[src/rtl/csc_matrix_pkg.sv]
// Shared definitions for the colour-space-conversion matrix.
//   - Data-type codes carried on dtypei/dtypeo alongside every beat.
//   - Configuration register map (shadow coefficients, offsets, sign mask, commit).
//   - Reset-default BT.601 coefficient set and OUT_SIGNED mask.
package csc_matrix_pkg;

    localparam int unsigned DTYPE_WIDTH = 4;

    typedef enum logic [DTYPE_WIDTH-1:0] {
        DtypeIdle       = 4'd0,
        DtypeFrameStart = 4'd1,
        DtypeLineStart  = 4'd2,
        DtypeData       = 4'd3,
        DtypeFrameEnd   = 4'd4
    } dtype_e;

    // Config map: 0..8 coefficients (row-major), 9..11 offsets, 12 sign mask + commit,
    // 13 commit only, 14..15 ignored.
    localparam int unsigned NUM_COEF       = 9;
    localparam logic [3:0]  CfgAddrOff0    = 4'd9;
    localparam logic [3:0]  CfgAddrSigned  = 4'd12;
    localparam logic [3:0]  CfgAddrCommit  = 4'd13;

    // Rows 1 and 2 (chroma) are signed by default, row 0 (luma) is unsigned.
    localparam logic [2:0]  DefOutSigned   = 3'b110;

    // BT.601 coefficients at 8 fractional bits, rescaled to the configured precision.
    function automatic int default_coef(input int idx, input int frac);
        int base;
        case (idx)
            0:       base = 66;
            1:       base = 129;
            2:       base = 25;
            3:       base = -38;
            4:       base = -74;
            5:       base = 112;
            6:       base = 112;
            7:       base = -94;
            8:       base = -18;
            default: base = 0;
        endcase
        return base * (1 << (frac - 8));
    endfunction

endpackage

[src/rtl/csc_matrix_row.sv]
// csc_row: one output row of the colour matrix, three register stages.
//   Stage 1: three signed x unsigned products.
//   Stage 2: sum, round-half-up, arithmetic shift, add signed offset.
//   Stage 3: clamp to unsigned or signed pixel range into the output register.
// The per-beat bank (coefficients, offset, sign flag) and bypass flag travel with the
// beat so a bank switch never affects beats already in flight.
// Ports:
//   clk, resetb     clock, synchronous active-low reset
//   bypass_i        1 = emit pass_i unchanged
//   pix_i           the three input channels (unsigned)
//   pass_i          this row's own input channel, used in bypass
//   coef_i          this row's three coefficients (signed)
//   offset_i        signed offset K, PIXEL_WIDTH+1 bits
//   out_signed_i    1 = signed output clamp
//   pix_o           registered result
module csc_row #(
    parameter int unsigned PIXEL_WIDTH = 8,
    parameter int unsigned COEF_WIDTH  = 12,
    parameter int unsigned COEF_FRAC   = 8
) (
    input  logic                         clk,
    input  logic                         resetb,
    input  logic                         bypass_i,
    input  logic [2:0][PIXEL_WIDTH-1:0]  pix_i,
    input  logic [PIXEL_WIDTH-1:0]       pass_i,
    input  logic [2:0][COEF_WIDTH-1:0]   coef_i,
    input  logic [PIXEL_WIDTH:0]         offset_i,
    input  logic                         out_signed_i,
    output logic [PIXEL_WIDTH-1:0]       pix_o
);

    localparam int unsigned ProdW = COEF_WIDTH + PIXEL_WIDTH + 1;
    localparam int unsigned AccW  = PIXEL_WIDTH + COEF_WIDTH + 3;

    localparam logic signed [AccW-1:0] Round = AccW'(64'd1 << (COEF_FRAC - 1));
    localparam logic signed [AccW-1:0] UMax  = AccW'((64'd1 << PIXEL_WIDTH) - 64'd1);
    localparam logic signed [AccW-1:0] SMax  = AccW'((64'd1 << (PIXEL_WIDTH - 1)) - 64'd1);
    localparam logic signed [AccW-1:0] SMin  = ~SMax;

    // Stage 1
    logic signed [ProdW-1:0]       prod_d [3];
    logic signed [ProdW-1:0]       prod_q [3];
    logic                          byp1_q;
    logic [PIXEL_WIDTH-1:0]        pass1_q;
    logic signed [PIXEL_WIDTH:0]   off1_q;
    logic                          sgn1_q;

    // Stage 2
    logic signed [AccW-1:0]        sum;
    logic signed [AccW-1:0]        val_d;
    logic signed [AccW-1:0]        val_q;
    logic                          byp2_q;
    logic [PIXEL_WIDTH-1:0]        pass2_q;
    logic                          sgn2_q;

    // Stage 3
    logic [PIXEL_WIDTH-1:0]        out_d;
    logic [PIXEL_WIDTH-1:0]        out_q;

    always_comb begin
        for (int c = 0; c < 3; c++) begin
            // Zero-extend the pixel so it multiplies as a non-negative signed value.
            prod_d[c] = ProdW'($signed(coef_i[c])) * ProdW'($signed({1'b0, pix_i[c]}));
        end
    end

    always_comb begin
        sum   = AccW'(prod_q[0]) + AccW'(prod_q[1]) + AccW'(prod_q[2]) + Round;
        val_d = (sum >>> COEF_FRAC) + AccW'(off1_q);
    end

    always_comb begin
        out_d = val_q[PIXEL_WIDTH-1:0];
        if (byp2_q) begin
            out_d = pass2_q;
        end else if (sgn2_q) begin
            if (val_q > SMax) begin
                out_d = SMax[PIXEL_WIDTH-1:0];
            end else if (val_q < SMin) begin
                out_d = SMin[PIXEL_WIDTH-1:0];
            end
        end else begin
            if (val_q > UMax) begin
                out_d = UMax[PIXEL_WIDTH-1:0];
            end else if (val_q < 0) begin
                out_d = '0;
            end
        end
    end

    always_ff @(posedge clk) begin
        if (!resetb) begin
            for (int c = 0; c < 3; c++) begin
                prod_q[c] <= '0;
            end
            byp1_q  <= 1'b0;
            pass1_q <= '0;
            off1_q  <= '0;
            sgn1_q  <= 1'b0;
            val_q   <= '0;
            byp2_q  <= 1'b0;
            pass2_q <= '0;
            sgn2_q  <= 1'b0;
            out_q   <= '0;
        end else begin
            for (int c = 0; c < 3; c++) begin
                prod_q[c] <= prod_d[c];
            end
            byp1_q  <= bypass_i;
            pass1_q <= pass_i;
            off1_q  <= $signed(offset_i);
            sgn1_q  <= out_signed_i;
            val_q   <= val_d;
            byp2_q  <= byp1_q;
            pass2_q <= pass1_q;
            sgn2_q  <= sgn1_q;
            out_q   <= out_d;
        end
    end

    assign pix_o = out_q;

endmodule

[src/rtl/csc_matrix.sv]
// csc_matrix: 3x3 colour-space conversion with per-row offset and clamp.
// Holds the shadow/active configuration banks and the 3-deep sideband delay;
// the arithmetic lives in three csc_row instances.
// Ports:
//   clk, resetb                 clock, synchronous active-low reset
//   enable                      1 = convert, 0 = bypass (sampled per beat)
//   dvi, dtypei, i0..i2         input beat: valid, type code, channels
//   meta_datai                  sideband, delayed with the beat
//   cfg_we, cfg_addr, cfg_wdata shadow-bank write port
//   dvo, dtypeo, o0..o2         output beat, 3 cycles after input
//   meta_datao                  delayed sideband
//   cfg_pending                 shadow committed, waiting for frame start or bypass
module csc_matrix
    import csc_matrix_pkg::*;
#(
    parameter int unsigned PIXEL_WIDTH = 8,
    parameter int unsigned COEF_WIDTH  = 12,
    parameter int unsigned COEF_FRAC   = 8
) (
    input  logic                   clk,
    input  logic                   resetb,
    input  logic                   enable,
    input  logic                   dvi,
    input  logic [DTYPE_WIDTH-1:0] dtypei,
    input  logic [PIXEL_WIDTH-1:0] i0,
    input  logic [PIXEL_WIDTH-1:0] i1,
    input  logic [PIXEL_WIDTH-1:0] i2,
    input  logic [15:0]            meta_datai,
    input  logic                   cfg_we,
    input  logic [3:0]             cfg_addr,
    input  logic [15:0]            cfg_wdata,
    output logic                   dvo,
    output logic [DTYPE_WIDTH-1:0] dtypeo,
    output logic [PIXEL_WIDTH-1:0] o0,
    output logic [PIXEL_WIDTH-1:0] o1,
    output logic [PIXEL_WIDTH-1:0] o2,
    output logic [15:0]            meta_datao,
    output logic                   cfg_pending
);

    logic [NUM_COEF-1:0][COEF_WIDTH-1:0] def_coef;
    logic [NUM_COEF-1:0][COEF_WIDTH-1:0] sh_coef_d, sh_coef_q, act_coef_d, act_coef_q;
    logic [2:0][PIXEL_WIDTH:0]           sh_off_d, sh_off_q, act_off_d, act_off_q;
    logic [2:0]                          sh_sgn_d, sh_sgn_q, act_sgn_d, act_sgn_q;
    logic                                pending_d, pending_q;
    logic                                commit;
    logic                                xfer;

    logic [2:0]                          dv_d, dv_q;
    logic [2:0][DTYPE_WIDTH-1:0]         dt_d, dt_q;
    logic [2:0][15:0]                    meta_d, meta_q;

    logic [2:0][PIXEL_WIDTH-1:0]         pix;
    logic [2:0][PIXEL_WIDTH-1:0]         row_out;

    // Upper write-data bits beyond the field widths are intentionally ignored.
    logic unused_cfg_wdata;
    assign unused_cfg_wdata = ^cfg_wdata;

    always_comb begin
        for (int k = 0; k < NUM_COEF; k++) begin
            def_coef[k] = COEF_WIDTH'(default_coef(k, COEF_FRAC));
        end
    end

    // Shadow writes, commit and the shadow-to-active transfer.
    always_comb begin
        sh_coef_d = sh_coef_q;
        sh_off_d  = sh_off_q;
        sh_sgn_d  = sh_sgn_q;
        commit    = 1'b0;
        if (cfg_we) begin
            for (int k = 0; k < NUM_COEF; k++) begin
                if (cfg_addr == 4'(k)) begin
                    sh_coef_d[k] = cfg_wdata[COEF_WIDTH-1:0];
                end
            end
            for (int k = 0; k < 3; k++) begin
                if (cfg_addr == CfgAddrOff0 + 4'(k)) begin
                    sh_off_d[k] = cfg_wdata[PIXEL_WIDTH:0];
                end
            end
            if (cfg_addr == CfgAddrSigned) begin
                sh_sgn_d = cfg_wdata[2:0];
                commit   = 1'b1;
            end
            if (cfg_addr == CfgAddrCommit) begin
                commit = 1'b1;
            end
        end

        xfer = pending_q && ((dvi && (dtypei == DtypeFrameStart)) || !enable);

        // The beat accepted in the transfer cycle must already see the new bank,
        // including any shadow write landing in that same cycle.
        act_coef_d = xfer ? sh_coef_d : act_coef_q;
        act_off_d  = xfer ? sh_off_d  : act_off_q;
        act_sgn_d  = xfer ? sh_sgn_d  : act_sgn_q;

        if (xfer) begin
            pending_d = 1'b0;
        end else if (commit) begin
            pending_d = 1'b1;
        end else begin
            pending_d = pending_q;
        end
    end

    always_comb begin
        dv_d   = {dv_q[1:0], dvi};
        dt_d   = {dt_q[1:0], dtypei};
        meta_d = {meta_q[1:0], meta_datai};
    end

    always_ff @(posedge clk) begin
        if (!resetb) begin
            sh_coef_q  <= def_coef;
            act_coef_q <= def_coef;
            sh_off_q   <= '0;
            act_off_q  <= '0;
            sh_sgn_q   <= DefOutSigned;
            act_sgn_q  <= DefOutSigned;
            pending_q  <= 1'b0;
            dv_q       <= '0;
            dt_q       <= '0;
            meta_q     <= '0;
        end else begin
            sh_coef_q  <= sh_coef_d;
            act_coef_q <= act_coef_d;
            sh_off_q   <= sh_off_d;
            act_off_q  <= act_off_d;
            sh_sgn_q   <= sh_sgn_d;
            act_sgn_q  <= act_sgn_d;
            pending_q  <= pending_d;
            dv_q       <= dv_d;
            dt_q       <= dt_d;
            meta_q     <= meta_d;
        end
    end

    assign pix = {i2, i1, i0};

    for (genvar r = 0; r < 3; r++) begin : g_row
        csc_row #(
            .PIXEL_WIDTH (PIXEL_WIDTH),
            .COEF_WIDTH  (COEF_WIDTH),
            .COEF_FRAC   (COEF_FRAC)
        ) u_row (
            .clk          (clk),
            .resetb       (resetb),
            .bypass_i     (!enable),
            .pix_i        (pix),
            .pass_i       (pix[r]),
            .coef_i       (act_coef_d[3*r +: 3]),
            .offset_i     (act_off_d[r]),
            .out_signed_i (act_sgn_d[r]),
            .pix_o        (row_out[r])
        );
    end

    assign o0          = row_out[0];
    assign o1          = row_out[1];
    assign o2          = row_out[2];
    assign dvo         = dv_q[2];
    assign dtypeo      = dt_q[2];
    assign meta_datao  = meta_q[2];
    assign cfg_pending = pending_q;

endmodule
[config.mk]
export PLATFORM = sky130hd
export DESIGN_NAME = csc_matrix
export DESIGN_NICKNAME = d
export VERILOG_FILES = /design/src/rtl/csc_matrix_pkg.sv /design/src/rtl/csc_matrix_row.sv /design/src/rtl/csc_matrix.sv
export SDC_FILE = /design/constraint.sdc
export NUM_CORES = 2
export LEC_CHECK = 0
export CORE_MARGIN = 4
export CORE_UTILIZATION = 65
export CTS_CLUSTER_DIAMETER = 80
export DETAILED_ROUTE_END_ITERATION = 7
export PLACE_DENSITY_LB_ADDON = 0.25
export SLEW_MARGIN = 40
export SYNTH_ARGS = -nofsm -noshare
export SYNTH_HDL_FRONTEND = slang
export SYNTH_HIERARCHICAL = 1
export SYNTH_SLANG_ARGS = --single-unit
[constraint.sdc]
create_clock -name clk -period 7.6 [get_ports clk]
set_input_delay 1.52 -clock clk [delete_from_list [all_inputs] [get_ports clk]]
set_output_delay 1.52 -clock clk [all_outputs]
set_load 0.02 [all_outputs]
Word-level counts from Yosys, hierarchy flattened
Memory sizes are Yosys's and may differ from the RTL's.
Index checks and enable logic that the tools add are counted.
{"block": "totals", "register_bits": 468, "word_cells": 171, "ram_bits": 189, "input_bits": 69, "memories": 3}
{"block": "op_classes", "reduce_logical": 6, "mul": 9, "bitwise": 10, "muxes": 51, "addsub": 12, "order_cmp": 12, "eq_ne": 14}
{"name": "g_row[0].u_row.prod_q", "words": 3, "width": 21, "rd": 3, "rd_clocked_by_memory_dff": 0, "write_ports": 3, "line_no": "csc_matrix_row.sv:42", "source": "logic signed [ProdW-1:0] prod_q [3];"}
{"name": "g_row[1].u_row.prod_q", "words": 3, "width": 21, "rd": 3, "rd_clocked_by_memory_dff": 0, "write_ports": 3, "line_no": "csc_matrix_row.sv:42"}
{"name": "g_row[2].u_row.prod_q", "words": 3, "width": 21, "rd": 3, "rd_clocked_by_memory_dff": 0, "write_ports": 3, "line_no": "csc_matrix_row.sv:42"}
{"cell": "two-way mux 108 bit", "count": 2}
{"cell": "multiplier 12 x 9 -> 21 bit", "count": 9}
{"cell": "two-way mux 21 bit", "count": 9}
{"cell": "two-way mux 8 bit", "count": 18}
{"cell": "two-way mux 12 bit", "count": 9}
{"cell": "adder 22 x 21 -> 23 bit", "count": 3}
{"cell": "adder 23 x 9 -> 23 bit, second input constant", "count": 3}
{"cell": "adder 21 x 21 -> 22 bit", "count": 3}
{"cell": "two-way mux 27 bit", "count": 2}
{"cell": "adder 15 x 9 -> 16 bit", "count": 3}
{"cell": "> comparator 16 x 8 -> 1 bit, second input constant", "count": 3}
{"cell": "> comparator 16 x 9 -> 1 bit, second input constant", "count": 3}
{"cell": "less-than comparator 16 x 1 -> 1 bit, second input constant", "count": 3}
{"cell": "less-than comparator 16 x 8 -> 1 bit, second input constant", "count": 3}
{"cell": "two-way mux 9 bit", "count": 3}
{"cell": "equality test 4 bit, second input constant", "count": 6}
{"cell": "equality test 4 x 3 -> 1 bit, second input constant", "count": 4}
{"cell": "two-way mux 3 bit", "count": 3}
{"cell": "OR 1 bit", "count": 9}
{"cell": "equality test 4 x 1 -> 1 bit, second input constant", "count": 2}
{"cell": "equality test 4 x 2 -> 1 bit, second input constant", "count": 2}
{"cell": "two-way mux 1 bit", "count": 5}
{"cell": "logical NOT 4 bit", "count": 1}
{"cell": "logical AND 1 bit", "count": 2}
{"cell": "4 further kinds", "count": 4}

Depth between registers and ports, before layout
{"block": "logic_depth", "word_depth": 7, "mapped_depth": 26, "ltp_nobuf": 23}

Hierarchy
The synthesis kept the hierarchy.
{"mod": "csc_row at g_row[1].u_row", "cells_per_inst": 1823, "area_per_inst_um2": 16261.8, "seq_area_each_um2": 2322.2, "instances": 1}
{"mod": "csc_row at g_row[0].u_row", "cells_per_inst": 1784, "area_per_inst_um2": 15997.8, "seq_area_each_um2": 2322.2, "instances": 1}
{"mod": "csc_row at g_row[2].u_row", "cells_per_inst": 1782, "area_per_inst_um2": 15932.8, "seq_area_each_um2": 2322.2, "instances": 1}
{"mod": "csc_matrix", "cells_per_inst": 1329, "area_per_inst_um2": 12519.5, "seq_area_each_um2": 6806.5, "instances": 1}

Least setup slack after synthesis
OpenSTA, ideal clock, no wires.
{"block": "synth_timing", "path_type": "input port to flip-flop", "startpoint": "input port dtypei[1]", "endpoint": "memory g_row[0].u_row/prod_q[0][41] (netlist name)", "slack_ps": 557, "n_path_buf": 3, "cell_stages": 23, "arrival_time_ps": 6916, "setup_ps": 128, "path_cell_list": "nor3b_1 > a21o_1 > buf_4 > buf_2 > buf_2 > nor2_1 > a21oi_1 > nand2_1 > inv_1 > fa_1 > fa_1 > inv_1 > fa_1 > inv_1 > fa_1 > ha_1 > a21o_1 > a211o_1 > or3_1 > nor3_1 > nor4_2 > xnor2_1 > nor2_1"}
{"element": "start: declaration", "line_no": "csc_matrix.sv:24", "source": "input logic [DTYPE_WIDTH-1:0] dtypei,"}
{"element": "end: declaration", "line_no": "csc_matrix_row.sv:42"}

==> results.py <==
metrics = {
    "worst_setup_path": {
        "crit_slowest_cell": "fa_1",
        "worstSetupPathType": "input port to register",
        "critPathArrivalTime_ns": 7.61,
        "critPathRequiredTime_ns": 8.11,
        "worst_path_largest_cell_delay_ns": 0.51,
        "worst_path_dominant_cell_family": "adder cells",
        "critPathCaptureType": "register",
        "cp.buffers_inverters": 7,
        "start_kind": "input port",
        "crit_fanout": 10,
    },
    "global_route": {
        "grt_use_total_pct": 29.83,
        "antenna_found_initial": 7,
        "grt-busiest-layer": "met2",
        "grtUsageMet3_pct": 4.318,
        "grtUsageMet1_pct": 37.68,
        "first_global_vias": 48310,
        "grt_pass1_wl_um": 238100,
        "grt_overflow_total": 0,
        "gr-usage-met2_pct": 51.50,
        "grt_max_degree": 227,
    },
    "route": {
        "drt_iter0_markers": 2619,
        "wl_per_cell_um": 16.83,
        "postRouteAntennaNets": 0,
        "route.vias.total": 46000,
        "viasPerCell": 5.415,
        "drc": 0,
        "dr.pass1.iters": 6,
        "wirelength_um": 143000,
    },
    "sta": {
        "final-max-slew-violation-count": 0,
        "worst_pin_slew_ns": 0.9419,
        "rsz0062_at_grt": "no",
        "fmax_ghz": 0.1409,
        "min_period_ns": 7.095,
        "finalCritPeriodShare_pct": 93.36,
        "skew_ns": 0.03627,
        "relSlewSlack_pct": 36.54,
        "setup_viol": 0,
        "hold_viol_final": 0,
    },
    "logic_synthesis": {
        "synth_fa_ha_area_share_pct": 36.48,
        "ys_seq_area_share_pct": 22.69,
        "ys_types": 92,
        "synthArstFlopShare_pct": 0,
        "synth_warnings": 6,
        "syn_area_sq_mm": 0.06071,
        "synth.avg_cell_area_sq_um": 9.037,
        "synth.most_common_cell": "inv_1",
        "synthTopCellsByArea": "fa_1, dfxtp_1, ha_1, inv_1, and2_1",
        "synth_largest_area_cell": "fa_1",
        "synth_top_area_share_pct": 25.23,
        "synthTopCellsByCount": "inv_1, fa_1, and2_1",
        "synth-edff-count": 0,
        "synth_top_family_by_area": "adder cells",
        "synth_xor_area_share_pct": 2.741,
        "synth_mux_area_share_pct": 2.564,
        "synth_cells": 6718,
        "synth_seq_cells": 688,
        "synth_fp_nets": 8098,
        "synth_flop_cell": "dfxtp_1",
        "synth_compound_area_share_pct": 9.682,
        "yosys.area_share.simple_pct": 16.46,
    },
    "floorplan": {
        "start_util_pct": 65.83,
        "coreArea_sq_mm": 0.09222,
        "die_y_um": 313.6,
        "rows": 111,
        "die_w_um": 313.6,
        "boundaryPins": 115,
        "die_area_sq_mm": 0.09836,
    },
    "run": {
        "cap_violations": 0,
    },
    "finish": {
        "drive_above_1_share_pct": 9.754,
        "nets": 8567,
        "fin_util_pct": 75.07,
        "area_delta_synth_final_pct": 14.02,
    },
    "power_and_ir_drop": {
        "max-vdd-ir-drop_v": 0.0002692,
        "power.density_mw_per_mm2": 306.7,
        "leakagePower_nw": 35.09,
        "power_mw": 21.23,
    },
    "clocking": {
        "cts_tree": "yes",
        "cts_buffer_depth": 3,
        "clockRootBuffer": "clkbuf_16",
        "path_clk_slew_ns": 0.06,
        "post-cts-setup-buffers": 0,
        "cts_made_buffers": 75,
        "ctsHoldBuffers": 0,
        "cts_resized": 0,
        "cts.sinks": 688,
        "worstSkewPairLatency_ns": 0.66,
        "h-tree-depth": 3,
    },
    "placed_design": {
        "numPortBuffers": 110,
        "place_hpwl_um": 111000,
        "gp_routability_congestion": 0.8955,
    },
    "run_status": {
        "status": "complete, no violations",
    },
    "hold_path": {
        "hold_class": "register to register",
    },
}
## layout by cell type (no fill, tap or decap), types with 28 or more instances in the layout
cell,instances
nor2_1,310
clkbuf_16,75
a21oi_1,321
mux2i_1,151
dfxtp_1,688
buf_4,490
o21ai_1,30
xor2_1,65
nand2_1,529
o21bai_1,28
ha_1,546
o21ai_0,228
nand3_1,35
nor2b_1,114
nand2b_1,39
fa_1,765
xnor2_1,125
o21a_1,37
and2_1,736
inv_1,1259
nor3_1,69
o211ai_1,61
a21o_1,68
clkdlybuf4s50_1,106
## cell families (layout without fill, tap and decap cells)
family / count (synthesis) / count (layout)
buf+inv: 1493 / 2023
fa+ha+maj: 1311 / 1311
other cells: 0 / 5
flops: 688 / 688
xor+xnor: 190 / 190
mux: 155 / 155
compound gates: 940 / 940
simple gates: 1941 / 1941
## report_power, final
part / switching (mW) / internal (mW) / leakage, nW / total (mW)
Clock: 1.61 / 2.23 / 1.27 / 3.84
Sequential: 0.196 / 4.13 / 5.64 / 4.33
Combinational: 7.18 / 5.89 / 28.2 / 13.1
## worst register-to-register path: cells and delay by family (launching register included)
| family | cells | cell delay, ns |
|---|---|---|
| adders and majority gates | 5 | 2.08 |
| buffers and inverters | 4 | 0.45 |
| and+or+nand+nor | 3 | 0.65 |
| AOI/OAI and AO/OA | 8 | 2.11 |
| muxes | 1 | 0.23 |
| DFF | 1 | 0.38 |
## sequential cells by signal, indices dropped and copies added (netlist names), 24 cells and up
name / flops
g_row.u_row/val_q: 48
g_row.u_row/pix_o: 24
g_row.u_row/prod_q: 189
act_coef_q: 108
act_off_q: 27
sh_off_q: 27
sh_coef_q: 108
g_row.u_row/off1_q: 27
meta_d: 32
g_row.u_row/pass1_q: 24
g_row.u_row/pass2_q: 24
## final timing paths
check / from / to / slack [ns] / cells past startpoint
max: cfg_we / g_row[0].u_row/prod_q[0][20]$_SDFF_PN0_ / 0.50 / 25
min: meta_d[39]$_SDFF_PN0_ / meta_datao[7]$_SDFF_PN0_ / 0.42 / 1
max reg2reg: cfg_pending$_SDFFE_PP0P_ / g_row[2].u_row/prod_q[0][40]$_SDFF_PN0_ / 1.65 / 21
min reg2reg: meta_d[39]$_SDFF_PN0_ / meta_datao[7]$_SDFF_PN0_ / 0.42 / 1
## cell type report
type	instances	area, sq um
antenna	5	12.51
timing repair buffer	623	5230
tap	1243	1555
fill	6439	22990
clock buffer	100	2101
inverter	1262	4740
clock inverter	38	533.0
sequential	688	13770
multi-input combinational	4537	41280
## metrics by stage
stage	setup TNS, ns	instance area [sq um]	cells	hold WS, ns	setup WS, ns
after floorplan	0	60710	6718	0.4119	0.5568
after global placement	0	66570	8353	0.4129	0.03257
after detailed placement	-0.1127	66580	8353	0.4181	-0.06480
after CTS	0	69210	8491	0.4278	0.5951
after global routing	0	69220	8494	0.4328	0.1406
final	0	69230	8496	0.4193	0.5050
## routing by layer
| layer | vias up | wire length [um] |
|---|---|---|
| li1 | 21960 | - |
| met1 | 22550 | 58900 |
| met2 | 1173 | 69270 |
| met3 | 324 | 8451 |
| met4 | 2 | 6378 |
| met5 | - | 13 |
Power figures use the tool's default switching activity.
